[src/rtl/updown_sweep_controller.sv]
// Sweep sequencer for the up/down counter datapath.
// Drives a WIDTH-bit count between latched low/high bounds. The sweep is either
// single up, single down, continuous ping-pong, or ping-pong for a fixed number of passes.
// Ports:
//   clk_i     clock, all state updates on the rising edge
//   reset_i   synchronous active-high reset
//   start_i   launch request, honoured only while idle
//   mode_i    00 single up, 01 single down, 10 ping-pong, 11 N-pass ping-pong
//   low_i     lower bound, latched on an accepted start
//   high_i    upper bound, latched on an accepted start
//   passes_i  pass count for mode 11 (0 behaves as 1), latched on an accepted start
//   abort_i   terminates an active sweep without Done
//   count_o   current count (registered)
//   ud_o      current direction, 0 up / 1 down (registered)
//   busy_o    high while a sweep is active
//   done_o    one-cycle pulse on normal completion
//   err_o     one-cycle pulse when a start is rejected (low > high)
module updown_sweep_controller #(
  parameter int unsigned WIDTH  = 4,
  parameter int unsigned PASS_W = 4
) (
  input  logic              clk_i,
  input  logic              reset_i,
  input  logic              start_i,
  input  logic [1:0]        mode_i,
  input  logic [WIDTH-1:0]  low_i,
  input  logic [WIDTH-1:0]  high_i,
  input  logic [PASS_W-1:0] passes_i,
  input  logic              abort_i,
  output logic [WIDTH-1:0]  count_o,
  output logic              ud_o,
  output logic              busy_o,
  output logic              done_o,
  output logic              err_o
);

  typedef enum logic [1:0] {StIdle, StUp, StDown} state_e;

  state_e              state_q, state_d;
  logic [WIDTH-1:0]    count_q, count_d;
  logic                ud_q, ud_d;
  logic                busy_q, busy_d;
  logic                done_q, done_d;
  logic                err_q, err_d;
  logic [WIDTH-1:0]    low_q, low_d;
  logic [WIDTH-1:0]    high_q, high_d;
  logic [1:0]          mode_q, mode_d;
  logic [PASS_W-1:0]   passes_q, passes_d;
  logic [PASS_W-1:0]   pass_cnt_q, pass_cnt_d;

  logic [PASS_W-1:0]   pass_inc;
  logic                finish;
  logic                at_bound;

  assign pass_inc = pass_cnt_q + 1'b1;

  // Single sweeps and degenerate bounds always end at the first boundary; mode 11
  // ends once the pass being completed is the last requested one.
  assign finish = !mode_q[1] || (low_q == high_q) ||
                  ((mode_q == 2'b11) && (pass_inc == passes_q));

  assign at_bound = (state_q == StUp) ? (count_q == high_q) : (count_q == low_q);

  always_comb begin
    state_d    = state_q;
    count_d    = count_q;
    ud_d       = ud_q;
    busy_d     = busy_q;
    done_d     = 1'b0;
    err_d      = 1'b0;
    low_d      = low_q;
    high_d     = high_q;
    mode_d     = mode_q;
    passes_d   = passes_q;
    pass_cnt_d = pass_cnt_q;

    case (state_q)
      StIdle: begin
        if (start_i) begin
          if (low_i > high_i) begin
            err_d = 1'b1;
          end else begin
            low_d      = low_i;
            high_d     = high_i;
            mode_d     = mode_i;
            passes_d   = (passes_i == '0) ? PASS_W'(1) : passes_i;
            pass_cnt_d = '0;
            busy_d     = 1'b1;
            if (mode_i == 2'b01) begin
              count_d = high_i;
              ud_d    = 1'b1;
              state_d = StDown;
            end else begin
              count_d = low_i;
              ud_d    = 1'b0;
              state_d = StUp;
            end
          end
        end
      end

      StUp, StDown: begin
        if (abort_i) begin
          // Abort beats a same-edge boundary action; count and direction freeze.
          state_d = StIdle;
          busy_d  = 1'b0;
        end else if (at_bound) begin
          if (mode_q == 2'b11) begin
            pass_cnt_d = pass_inc;
          end
          if (finish) begin
            state_d = StIdle;
            busy_d  = 1'b0;
            done_d  = 1'b1;
          end else if (state_q == StUp) begin
            // Reverse with no dwell: leave the boundary on the same edge.
            count_d = count_q - 1'b1;
            ud_d    = 1'b1;
            state_d = StDown;
          end else begin
            count_d = count_q + 1'b1;
            ud_d    = 1'b0;
            state_d = StUp;
          end
        end else if (state_q == StUp) begin
          count_d = count_q + 1'b1;
        end else begin
          count_d = count_q - 1'b1;
        end
      end

      default: begin
        state_d = StIdle;
        busy_d  = 1'b0;
      end
    endcase
  end

  always_ff @(posedge clk_i) begin
    if (reset_i) begin
      state_q    <= StIdle;
      count_q    <= '0;
      ud_q       <= 1'b0;
      busy_q     <= 1'b0;
      done_q     <= 1'b0;
      err_q      <= 1'b0;
      low_q      <= '0;
      high_q     <= '0;
      mode_q     <= 2'b00;
      passes_q   <= '0;
      pass_cnt_q <= '0;
    end else begin
      state_q    <= state_d;
      count_q    <= count_d;
      ud_q       <= ud_d;
      busy_q     <= busy_d;
      done_q     <= done_d;
      err_q      <= err_d;
      low_q      <= low_d;
      high_q     <= high_d;
      mode_q     <= mode_d;
      passes_q   <= passes_d;
      pass_cnt_q <= pass_cnt_d;
    end
  end

  assign count_o = count_q;
  assign ud_o    = ud_q;
  assign busy_o  = busy_q;
  assign done_o  = done_q;
  assign err_o   = err_q;

endmodule

[config.mk]
export PLATFORM = sky130hd
export DESIGN_NAME = updown_sweep_controller
export DESIGN_NICKNAME = d
export VERILOG_FILES = /design/src/rtl/updown_sweep_controller.sv
export SDC_FILE = /design/constraint.sdc
export NUM_CORES = 1
export LEC_CHECK = 0
export BUFFER_PORTS_ARGS = -buffer_cell sky130_fd_sc_hd__buf_4
export CORE_AREA = 2 2 65 67
export DETAILED_ROUTE_END_ITERATION = 16
export DIE_AREA = 0 0 67 69
export GPL_ROUTABILITY_DRIVEN = 0
export PLACE_DENSITY = 0.68
export SLEW_MARGIN = 10
export SYNTH_ARGS = -nofsm -noshare
export SYNTH_HDL_FRONTEND = slang
export SYNTH_SLANG_ARGS = --single-unit
[constraint.sdc]
create_clock -name clk_i -period 4.3 [get_ports clk_i]
set_input_delay 0.215 -clock clk_i [delete_from_list [all_inputs] [get_ports clk_i]]
set_output_delay 0.215 -clock clk_i [all_outputs]
set_load 0.01 [all_outputs]
* Word-level counts from Yosys, hierarchy flattened
Index checks and enable logic that the tools add are counted.
** Word-level totals
- Register bits :: 28
- Word-level logic and storage cells :: 94
** Cells by class
- Add/subtract/negate cells :: 3
- Order comparisons :: 1
- Equal/unequal tests :: 17
- Mux-type cells :: 41
- Bitwise operators :: 5
- Reductions and logical operators :: 16
** Operators with widths (number)
- 4-bit 2-to-1 mux :: 14
- 4-bit == test :: 4
- 4-bit case mux with 2 select lines :: 2
- 1-bit 2-to-1 mux :: 15
- 2-bit 2-to-1 mux :: 7
- 2-bit != test (second input constant) :: 6
- 6-bit AND reduction :: 2
- 3-bit != test (second input constant) :: 3
- 4-bit by 1-bit adder with 4-bit output (second input constant) :: 2
- 3-bit AND reduction :: 2
- 1-bit inverter :: 5
- 5-bit AND reduction :: 1
- 2-bit by 1-bit == test with 1-bit output (second input constant) :: 2
- 2-bit == test (second input constant) :: 2
- 4-bit greater-than comparator :: 1
- 4-bit logical NOT :: 1
- 1-bit case mux with 2 select lines :: 2
- 2-bit case mux with 2 select lines :: 1
- 4-bit AND reduction :: 1
- 4-bit OR reduction :: 1
- 4-bit by 1-bit subtractor with 4-bit output (second input constant) :: 1
- 3-bit OR reduction :: 1
- 2-bit logical NOT :: 1
- 1-bit logical OR :: 2
- other kinds (4) :: 4

* Longest topological paths before layout
Gate-level depths: netlist (run 1).
- Depth in word-level cells :: 8
- Mapped depth :: 11
- Gate-level depth less buffers :: 9

* Least setup slack after synthesis (run 1)
OpenSTA, ideal clock, no wires.
- Path type :: flip-flop to flip-flop
- Start point :: register state_q[1]
- End point :: register count_q[3] (netlist: count_o[3])
- Arrival time :: 2.113 ns
- Data required time :: 4.178 ns
- Slack :: 2.065 ns
- Stages on the path, launching flop included :: 11
- Path buffers :: 1
- Period minus slack after synthesis :: 2.235 ns
- Cells stage by stage :: dfxtp_1 -> inv_1 -> ha_1 -> buf_6 -> mux2i_1 -> xor2_1 -> nand4_4 -> xnor2_2 -> mux2i_1 -> xor2_1 -> a221o_1
** Between the ends
- Cells in the longest elaborated chain, start to end :: 6
** RTL lines
- start, declared :: RTL line 39 : state_e state_q, state_d;
- start signal, assigned :: RTL line 141 : state_q <= StIdle;
- start signal, assigned :: RTL line 153 : state_q <= state_d;
- 2-bit by 1-bit == test with 1-bit output
- 4-bit 2-to-1 mux :: RTL line 115 : end else if (state_q == StUp) begin
- 4-bit 2-to-1 mux :: RTL line 111 : if (finish) begin
- 4-bit 2-to-1 mux :: RTL line 107 : end else if (at_bound) begin
- 4-bit 2-to-1 mux :: RTL line 103 : if (abort_i) begin
- 4-bit case mux with 2 select lines :: RTL line 77 : case (state_q)
- end signal, assigned :: RTL line 154 : count_q <= count_d;
- end, declared :: RTL line 40 : logic [WIDTH-1:0] count_q, count_d;
Several ways; a longest one is shown, not always the timed one. The select of a mux whose other input is x is not followed.
A chain may end at the register's enable or synchronous reset.

* Final worst setup path (run 1)
- Start point :: register state_q[0]
- End point :: register count_q[2] (netlist: count_o[2])
The elaborated chain is that of the path after synthesis.

==> impl_metrics.prom, run 1 <==
# TYPE chip_impl_metric gauge
chip_impl_info{name="run_status",value="finished clean"} 1
chip_impl_metric{name="drt_iter0_drc",unit=""} 61
chip_impl_metric{name="port_buffers",unit=""} 25
chip_impl_metric{name="route.detailed.wl_per_inst",unit="µm"} 12.8
chip_impl_metric{name="peakVddDrop",unit="mV"} 0.203
chip_impl_metric{name="combinational_share_of_power",unit="%"} 46.0
chip_impl_metric{name="sequentialPowerShare",unit="%"} 33.4
chip_impl_info{name="worst_path_cell_with_the_longest_stage_delay",value="sky130_fd_sc_hd__ha_1"} 1
chip_impl_info{name="timing.rr.end",value="count_o[2]"} 1
chip_impl_metric{name="grt_pass1_vias",unit=""} 1211
chip_impl_metric{name="synthCells",unit=""} 198
chip_impl_metric{name="num_antenna_cells",unit=""} 0
chip_impl_metric{name="timing.final.crit_share",unit="%"} 59.9
chip_impl_metric{name="tritoncts_num_sinks",unit=""} 28
chip_impl_metric{name="hold_buffers",unit=""} 0
chip_impl_metric{name="postRouteAntennaNets",unit=""} 0
chip_impl_info{name="mostFrequentLayoutCell",value="sky130_fd_sc_hd__dfxtp_1"} 1
chip_impl_metric{name="globalRouteOverflowTotal",unit=""} 0
chip_impl_metric{name="cp_data_required_time",unit="ps"} 4470
chip_impl_info{name="criticalPathCategory",value="reg2reg"} 1
chip_impl_info{name="library_cell_occupying_the_most_area_in_the_post_synthesis_netlist",value="sky130_fd_sc_hd__dfxtp_1"} 1
chip_impl_metric{name="synthesis.nets",unit=""} 226
chip_impl_metric{name="cts.repair_timing.setup_buffer_count",unit=""} 0
chip_impl_info{name="end_kind",value="flip-flop"} 1
chip_impl_metric{name="finClkSkew",unit="ps"} 8.96
chip_impl_metric{name="postSynthRegisterBits",unit=""} 28
chip_impl_metric{name="synth.yosys.seq_area_share",unit="%"} 32.8
chip_impl_metric{name="syn-mean-instance-area",unit="µm²"} 8.64
chip_impl_metric{name="critical_path.max_stage_delay",unit="ps"} 400
chip_impl_info{name="timing.critical_path.cells",value="ha_1 -> mux2i_1 -> xor2_1 -> nand4_4 -> o21ai_1 -> a21o_1 -> nor3_1 -> a221o_1"} 1
chip_impl_metric{name="post_drt_via_cell_ratio",unit=""} 5.16
chip_impl_metric{name="die_width",unit="µm"} 67
chip_impl_metric{name="flow.area_growth_from_synthesis",unit="%"} 16.5
chip_impl_metric{name="fmax",unit="MHz"} 388
chip_impl_metric{name="floorplan.initialDensity",unit="%"} 43.7
chip_impl_info{name="hold_path.class",value="in2reg"} 1
chip_impl_info{name="worstHoldStart",value="mode_i[1]"} 1
chip_impl_metric{name="critPathBufInv",unit=""} 0
chip_impl_metric{name="grt.total_usage",unit="%"} 15.6
chip_impl_metric{name="power.leakage",unit="nW"} 0.852
chip_impl_metric{name="cts.reportedPaths.clkPinSlew",unit="ps"} 100
chip_impl_metric{name="design.die.area",unit="µm²"} 4620
chip_impl_info{name="worstReg2RegStart",value="state_q[0]"} 1
chip_impl_metric{name="htreeDepth",unit=""} 1
chip_impl_info{name="cts_tree",value="built"} 1
chip_impl_info{name="netlist_top_cells_area",value="sky130_fd_sc_hd__dfxtp_1, sky130_fd_sc_hd__mux2i_1, sky130_fd_sc_hd__ha_1"} 1
chip_impl_metric{name="drive_above_1_share",unit="%"} 16.4
chip_impl_info{name="clock_tree.root_cell",value="sky130_fd_sc_hd__clkbuf_8"} 1
chip_impl_metric{name="final_cell_count_no_fill",unit=""} 269
chip_impl_metric{name="routed_wirelength",unit="µm"} 3450
chip_impl_metric{name="timing_hold_violations_final",unit=""} 0
chip_impl_metric{name="grt_antenna_before_repair",unit=""} 0
chip_impl_metric{name="final_period_minus_worst_setup_slack",unit="ps"} 2570
chip_impl_metric{name="power_per_cell_area",unit="nW/µm²"} 506
chip_impl_metric{name="wire_length_of_the_first_global_routing_pass",unit="µm"} 5710
chip_impl_metric{name="numPlacedInstances",unit=""} 265
chip_impl_metric{name="setup_tns",unit="ps"} 0
chip_impl_metric{name="postLayoutCoreUtil",unit="%"} 50.9
chip_impl_metric{name="ys_warn_count",unit=""} 0
chip_impl_info{name="layout_common_cells",value="sky130_fd_sc_hd__dfxtp_1, sky130_fd_sc_hd__nor2_1, sky130_fd_sc_hd__buf_4, sky130_fd_sc_hd__mux2i_1"} 1
chip_impl_metric{name="cts_max_path_bufs",unit=""} 2
chip_impl_metric{name="synth.top_cell.area_share",unit="%"} 32.8
chip_impl_metric{name="synth_area",unit="µm²"} 1710
chip_impl_metric{name="floorplan.rows",unit=""} 23
chip_impl_metric{name="fp.dieH",unit="µm"} 69
chip_impl_metric{name="tritoncts.num_buffers",unit=""} 3
chip_impl_metric{name="timing_worst_slew_pin_value",unit="ps"} 1020
chip_impl_metric{name="worst_slew_margin_rel",unit="%"} 32.1
chip_impl_metric{name="cp_data_arrival_time",unit="ps"} 2740
chip_impl_metric{name="clk-insertion-delay-late",unit="ps"} 270
chip_impl_info{name="cpLargestDelayFamily",value="compound AO/OA/AOI/OAI gates"} 1
chip_impl_info{name="worstHoldEndpoint",value="mode_q[1]"} 1
chip_impl_metric{name="worst_r2r_path_depth",unit=""} 8
chip_impl_info{name="critical_path.startpoint_type",value="flip-flop"} 1
chip_impl_metric{name="design.portCount",unit=""} 26
chip_impl_metric{name="unique_masters_post_synth",unit=""} 40
chip_impl_metric{name="setup_viol_count_final",unit=""} 0
chip_impl_metric{name="max_cap_violations",unit=""} 0
chip_impl_metric{name="pwr-share-clk",unit="%"} 20.6
chip_impl_metric{name="p_int",unit="mW"} 0.644
chip_impl_metric{name="min_delay_path_depth",unit=""} 3
chip_impl_metric{name="finish.net_count",unit=""} 248
chip_impl_metric{name="dpl.hpwl",unit="µm"} 2590
chip_impl_metric{name="grt_start_max_net_pins",unit=""} 33
chip_impl_metric{name="core",unit="µm²"} 3910
chip_impl_metric{name="report.power.total",unit="mW"} 1.01
chip_impl_metric{name="ff2ff_setup_slack",unit="ps"} 1730
chip_impl_metric{name="drt_drc_violations_left",unit=""} 0
chip_impl_metric{name="fraction_of_power_spent_switching_nets",unit="%"} 36.2
chip_impl_info{name="rsz0062_at_grt",value="no"} 1
chip_impl_metric{name="switching_power",unit="mW"} 0.366
chip_impl_metric{name="report.final.slew_viol_count",unit=""} 0
chip_impl_metric{name="detailroute.via_count",unit=""} 1387
chip_impl_metric{name="post_cts_resized",unit=""} 0
chip_impl_metric{name="crit_fanout",unit=""} 9
chip_impl_metric{name="dr.pass1.iters",unit=""} 4
-- power by group through the flow --
stage,logic [mW],registers [mW],clock network [mW]
after floorplan,0.370,0.341,0
after global placement,0.461,0.344,0
after detailed placement,0.463,0.344,0
after CTS,0.466,0.337,0.213
after global routing,0.518,0.343,0.225
final,0.465,0.337,0.208
-- worst register-to-register path, stage by stage, from the launching register on --
cell                      delay [ps]
sky130_fd_sc_hd__dfxtp_1         390
sky130_fd_sc_hd__ha_1            400
sky130_fd_sc_hd__mux2i_1         280
sky130_fd_sc_hd__xor2_1          260
sky130_fd_sc_hd__nand4_4         210
sky130_fd_sc_hd__o21ai_1         180
sky130_fd_sc_hd__a21o_1          290
sky130_fd_sc_hd__nor3_1          110
sky130_fd_sc_hd__a221o_1         350
-- how the worst max path moves through the flow --
stage          startpoint          to  slack (ps)  cells past startpoint
6_report       state_q[0]  count_o[2]        1730                      8
5_1_grt        state_q[1]  count_o[2]        1440                      9
4_1_cts        state_q[0]  count_o[2]        1710                      8
3_5_place_dp   state_q[0]  count_o[2]        1770                      8
3_3_place_gp   state_q[1]  count_o[2]        1850                      9
2_1_floorplan  state_q[1]  count_o[3]        2070                     10
-- metrics by stage --
step,setup slack (ps),area (µm²),hold WS [ps]
2_1_floorplan,2070,1710,362
3_3_place_gp,1850,1920,459
3_5_place_dp,1770,1920,465
4_1_cts,1710,1990,173
5_1_grt,1440,1990,166
6_report,1730,1990,177
-- layout make-up --
cell class / count / area (µm²)
Clock buffer: 3 / 41.3
Fill cell: 405 / 1920
Inverter: 12 / 45.0
Timing Repair Buffer: 25 / 188
Tap cell: 50 / 62.6
Clock inverter: 1 / 30.0
Multi-Input combinational cell: 150 / 1070
Sequential cell: 28 / 561
-- kinds of logic (layout without fill, tap and decap cells) --
| family | count (synthesis) | after routing | synth area share, % |
|---|---|---|---|
| and+or+nand+nor | 66 | 66 | 19.2 |
| AOI/OAI and AO/OA | 32 | 32 | 11.9 |
| DFF | 28 | 28 | 32.8 |
| muxes | 23 | 23 | 13.5 |
| buffers and inverters | 20 | 41 | 5.12 |
| xor gates and xnor gates | 19 | 19 | 10.2 |
| adders and majority gates | 10 | 10 | 7.32 |
-- flip-flops by register name (all words and copies together) (netlist names) --
name        flops
passes_q        4
pass_cnt_q      4
done_o          1
state_q         2
busy_o          1
mode_q          2
high_q          4
err_o           1
ud_o            1
low_q           4
count_o         4
-- routing by layer --
metal  up-vias  share of wire [%]  global-route usage (%)
li1        735                  -                       -
met1       627                 51                    24.4
met2        23                 44                    22.3
met3         2                3.7                    1.14
met4         0               0.99                    4.76
met5         -                  0                       0
-- cell usage after synthesis --
cell,number
sky130_fd_sc_hd__dfxtp_1,28
sky130_fd_sc_hd__nor2_1,27
sky130_fd_sc_hd__mux2i_1,22
sky130_fd_sc_hd__a21oi_1,12
sky130_fd_sc_hd__inv_1,12
sky130_fd_sc_hd__nand2_1,12
sky130_fd_sc_hd__ha_1,10
sky130_fd_sc_hd__xnor2_1,9
sky130_fd_sc_hd__xor2_1,9
sky130_fd_sc_hd__nor3_1,7
sky130_fd_sc_hd__clkbuf_1,5
sky130_fd_sc_hd__o21ai_0,5
sky130_fd_sc_hd__nor4_1,4
sky130_fd_sc_hd__nand3_1,3
sky130_fd_sc_hd__nor2b_1,3
sky130_fd_sc_hd__a221o_1,2
sky130_fd_sc_hd__a31oi_1,2
sky130_fd_sc_hd__nand2b_1,2
sky130_fd_sc_hd__nand4_1,2
sky130_fd_sc_hd__o22ai_1,2
sky130_fd_sc_hd__a211oi_1,1
sky130_fd_sc_hd__a21o_1,1
sky130_fd_sc_hd__a21o_2,1
sky130_fd_sc_hd__a311oi_1,1
sky130_fd_sc_hd__a31o_2,1
sky130_fd_sc_hd__buf_2,1
sky130_fd_sc_hd__buf_4,1
sky130_fd_sc_hd__buf_6,1
sky130_fd_sc_hd__mux2_2,1
sky130_fd_sc_hd__nand4_4,1
sky130_fd_sc_hd__nand4b_1,1
sky130_fd_sc_hd__nor3b_1,1
sky130_fd_sc_hd__nor4b_1,1
sky130_fd_sc_hd__nor4bb_1,1
sky130_fd_sc_hd__o211ai_1,1
sky130_fd_sc_hd__o21ai_1,1
sky130_fd_sc_hd__o221a_2,1
sky130_fd_sc_hd__o41ai_1,1
sky130_fd_sc_hd__or3_1,1
sky130_fd_sc_hd__xnor2_2,1
No activity file was read; power rests on OpenSTA's default activity.
==> inputs of run 2 (changes only) <==
Settings changed: ABC_AREA set to 1, CORE_AREA 2 2 65 67 to 2 2 69 71, DIE_AREA 0 0 67 69 to 0 0 71 73, PLACE_DENSITY 0.68 to 0.67.
Clock period 4.3 ns to 2.59 ns, I/O delays scaled along.
==> impl_metrics.prom, run 2 <==
# TYPE chip_impl_metric gauge
chip_impl_info{name="clock_tree.root_cell",value="sky130_fd_sc_hd__clkbuf_8"} 1
chip_impl_metric{name="cp_data_required_time",unit="ps"} 2780
chip_impl_metric{name="report.power.total",unit="mW"} 1.78
chip_impl_metric{name="drive_above_1_share",unit="%"} 12.4
chip_impl_info{name="cts_tree",value="built"} 1
chip_impl_metric{name="clk-insertion-delay-late",unit="ps"} 280
chip_impl_metric{name="postSynthRegisterBits",unit=""} 28
chip_impl_metric{name="grt_pass1_vias",unit=""} 1704
chip_impl_metric{name="power_per_cell_area",unit="nW/µm²"} 804
chip_impl_metric{name="compound_gate_portion_of_the_synthesized_area",unit="%"} 17.0
chip_impl_metric{name="fp.dieH",unit="µm"} 73
chip_impl_metric{name="finish.net_count",unit=""} 351
chip_impl_metric{name="unique_masters_post_synth",unit=""} 29
chip_impl_info{name="synth_common_cells",value="sky130_fd_sc_hd__nand2_1, sky130_fd_sc_hd__inv_1, sky130_fd_sc_hd__dfxtp_1"} 1
chip_impl_metric{name="dr.pass1.iters",unit=""} 4
chip_impl_metric{name="setup_viol_count_final",unit=""} 0
chip_impl_metric{name="die_width",unit="µm"} 71
chip_impl_metric{name="sequential_cell_area",unit="µm²"} 561
chip_impl_metric{name="multi_input_comb_area",unit="µm²"} 1160
chip_impl_metric{name="synth.top_cell.area_share",unit="%"} 28.9
chip_impl_metric{name="detailroute.via_count",unit=""} 1935
chip_impl_metric{name="post_drt_via_cell_ratio",unit=""} 5.15
chip_impl_metric{name="floorplan.initialDensity",unit="%"} 42.7
chip_impl_metric{name="synth.yosys.seq_area_share",unit="%"} 28.9
chip_impl_info{name="criticalPathCategory",value="reg2reg"} 1
chip_impl_metric{name="setup_tns",unit="ps"} 0
chip_impl_metric{name="xor_xnor_portion_of_the_synthesized_cell_area",unit="%"} 4.97
chip_impl_metric{name="timing.final.crit_share",unit="%"} 87.5
chip_impl_metric{name="post_cts_resized",unit=""} 0
chip_impl_metric{name="timing.hold.ws",unit="ps"} 37.1
chip_impl_metric{name="wire_length_of_the_first_global_routing_pass",unit="µm"} 8090
chip_impl_metric{name="post_synth_and_or_nand_nor_area_fraction",unit="%"} 31.6
chip_impl_metric{name="synthCells",unit=""} 299
chip_impl_metric{name="finClkSkew",unit="ps"} 7.07
chip_impl_metric{name="flow.area_growth_from_synthesis",unit="%"} 14.3
chip_impl_metric{name="place_area",unit="µm²"} 2160
chip_impl_metric{name="hold_buffers",unit=""} 0
chip_impl_metric{name="grt_start_max_net_pins",unit=""} 19
chip_impl_metric{name="max_cap_violations",unit=""} 0
chip_impl_info{name="run_status",value="finished clean"} 1
chip_impl_metric{name="dpl.hpwl",unit="µm"} 3580
chip_impl_metric{name="ys_warn_count",unit=""} 0
chip_impl_metric{name="postLayoutCoreUtil",unit="%"} 48.8
chip_impl_info{name="synth.most_common_cell",value="sky130_fd_sc_hd__nand2_1"} 1
chip_impl_metric{name="tritoncts.num_buffers",unit=""} 3
chip_impl_metric{name="design.portCount",unit=""} 26
chip_impl_metric{name="final_period_minus_worst_setup_slack",unit="ps"} 2270
chip_impl_metric{name="tritoncts_num_sinks",unit=""} 28
chip_impl_info{name="layout_common_cells",value="sky130_fd_sc_hd__nand2_1, sky130_fd_sc_hd__inv_1, sky130_fd_sc_hd__dfxtp_1, sky130_fd_sc_hd__nor2_1, sky130_fd_sc_hd__buf_4"} 1
chip_impl_metric{name="peakVddDrop",unit="mV"} 0.362
chip_impl_metric{name="htreeDepth",unit=""} 1
chip_impl_metric{name="crit_fanout",unit=""} 14
chip_impl_metric{name="drt_iter0_drc",unit=""} 98
chip_impl_info{name="dominant_combinational_cell_family_by_area_after_synthesis",value="simple AND/OR/NAND/NOR gates"} 1
chip_impl_metric{name="synth.area.mux_share",unit="%"} 0
chip_impl_metric{name="finalInstanceArea",unit="µm²"} 2210
chip_impl_metric{name="cts.repair_timing.setup_buffer_count",unit=""} 0
chip_impl_metric{name="cts.reportedPaths.clkPinSlew",unit="ps"} 100
chip_impl_metric{name="num_antenna_cells",unit=""} 0
chip_impl_metric{name="synth_edf_count",unit=""} 0
chip_impl_metric{name="floorplan.rows",unit=""} 25
chip_impl_info{name="synth_ff_type",value="sky130_fd_sc_hd__dfxtp_1"} 1
chip_impl_metric{name="timing_worst_slew_pin_value",unit="ps"} 663
chip_impl_metric{name="worst_slew_margin_rel",unit="%"} 55.6
chip_impl_metric{name="syn-mean-instance-area",unit="µm²"} 6.48
chip_impl_info{name="end_kind",value="flip-flop"} 1
chip_impl_metric{name="grt.total_usage",unit="%"} 19.7
chip_impl_metric{name="report.final.slew_viol_count",unit=""} 0
chip_impl_metric{name="drt_drc_violations_left",unit=""} 0
chip_impl_metric{name="cp_data_arrival_time",unit="ps"} 2450
chip_impl_metric{name="async_reset_ff_share",unit="%"} 0
chip_impl_metric{name="power.leakage",unit="nW"} 1.07
chip_impl_metric{name="route.detailed.wl_per_inst",unit="µm"} 12.7
chip_impl_metric{name="postRouteAntennaNets",unit=""} 0
chip_impl_info{name="critical_path.startpoint_type",value="flip-flop"} 1
chip_impl_metric{name="synth-adder-area-share",unit="%"} 6.46
chip_impl_info{name="netlist_top_cells_area",value="sky130_fd_sc_hd__dfxtp_1, sky130_fd_sc_hd__nand2_1, sky130_fd_sc_hd__inv_1"} 1
chip_impl_metric{name="timing_hold_violations_final",unit=""} 0
chip_impl_metric{name="filler_cell_count",unit=""} 484
chip_impl_metric{name="cts_max_path_bufs",unit=""} 2
chip_impl_info{name="rsz0062_at_grt",value="no"} 1
chip_impl_metric{name="grt_antenna_before_repair",unit=""} 0
chip_impl_metric{name="port_buffers",unit=""} 25
chip_impl_metric{name="design.die.area",unit="µm²"} 5180
chip_impl_metric{name="fmax",unit="MHz"} 441
chip_impl_metric{name="globalRouteOverflowTotal",unit=""} 0
chip_impl_info{name="mostFrequentLayoutCell",value="sky130_fd_sc_hd__nand2_1"} 1
chip_impl_metric{name="core",unit="µm²"} 4540
chip_impl_info{name="library_cell_occupying_the_most_area_in_the_post_synthesis_netlist",value="sky130_fd_sc_hd__dfxtp_1"} 1
chip_impl_metric{name="synth_area",unit="µm²"} 1940
chip_impl_metric{name="routed_wirelength",unit="µm"} 4790
chip_impl_info{name="hold_path.class",value="in2reg"} 1
chip_impl_metric{name="synthesis.nets",unit=""} 327
==> run 2: cell count changes after synthesis, moves of 6 or more <==
cell,delta
sky130_fd_sc_hd__nor3_1,-6
sky130_fd_sc_hd__mux2i_1,-22
sky130_fd_sc_hd__xnor2_1,-6
sky130_fd_sc_hd__o21ai_0,+19
sky130_fd_sc_hd__nand3_1,+12
sky130_fd_sc_hd__nand2_1,+67
sky130_fd_sc_hd__a21oi_1,+13
sky130_fd_sc_hd__inv_1,+31
==> run 2: area by class of cell <==
| class | instances | share of cell area, % |
|---|---|---|
| inverters | 44 | 7.46 |
| multi-input cells | 219 | 52.5 |
| clock buffers | 4 | 2.49 |
| well taps | 54 | 3.05 |
| repair buffers | 27 | 9.16 |
| flip-flops and latches | 28 | 25.3 |
==> run 2: metal layers <==
metal	up-vias	part of all wire [%]	global-route usage [%]
li1	1013	-	-
met5	-	0	0
met3	5	4.8	2.07
met4	0	1.1	5.66
met2	44	44	32.1
met1	873	50	27.6
==> run 2: final timing paths <==
path | start | end | slack (ps) | depth (start not counted)
max | state_q[0] | count_o[2] | 320 | 7
min | abort_i | done_o | 40 | 2
max reg2reg | state_q[0] | count_o[2] | 320 | 7
min reg2reg | busy_o | busy_o | 470 | 2
==> run 2: logic make-up after synthesis <==
logic type                 count (synthesis)
and+or+nand+nor                          139
adders and majority gates                 10
buffers and inverters                     52
DFF                                       28
xor gates and xnor gates                  11
AOI/OAI and AO/OA                         59
==> run 2: critical path, stage by stage (launching register included) <==
cell and delay [ps]:
sky130_fd_sc_hd__dfxtp_1 390, sky130_fd_sc_hd__inv_1 60, sky130_fd_sc_hd__ha_1 610, sky130_fd_sc_hd__clkinv_1 450, sky130_fd_sc_hd__nand2_1 230, sky130_fd_sc_hd__nand3_2 180, sky130_fd_sc_hd__nor2_1 190, sky130_fd_sc_hd__nor2_1 60
==> run 2: power by group <==
part | switching [mW] | total (mW) | internal, mW
Combinational | 0.550 | 0.886 | 0.336
Sequential | 0.0930 | 0.610 | 0.517
Clock | 0.147 | 0.283 | 0.137
Total | 0.790 | 1.78 | 0.989
==> run 2: stage by stage <==
step,cells,setup slack (ps)
6_report,376,324
5_1_grt,376,114
4_1_cts,376,335
3_5_place_dp,372,365
3_3_place_gp,372,329
2_1_floorplan,299,803
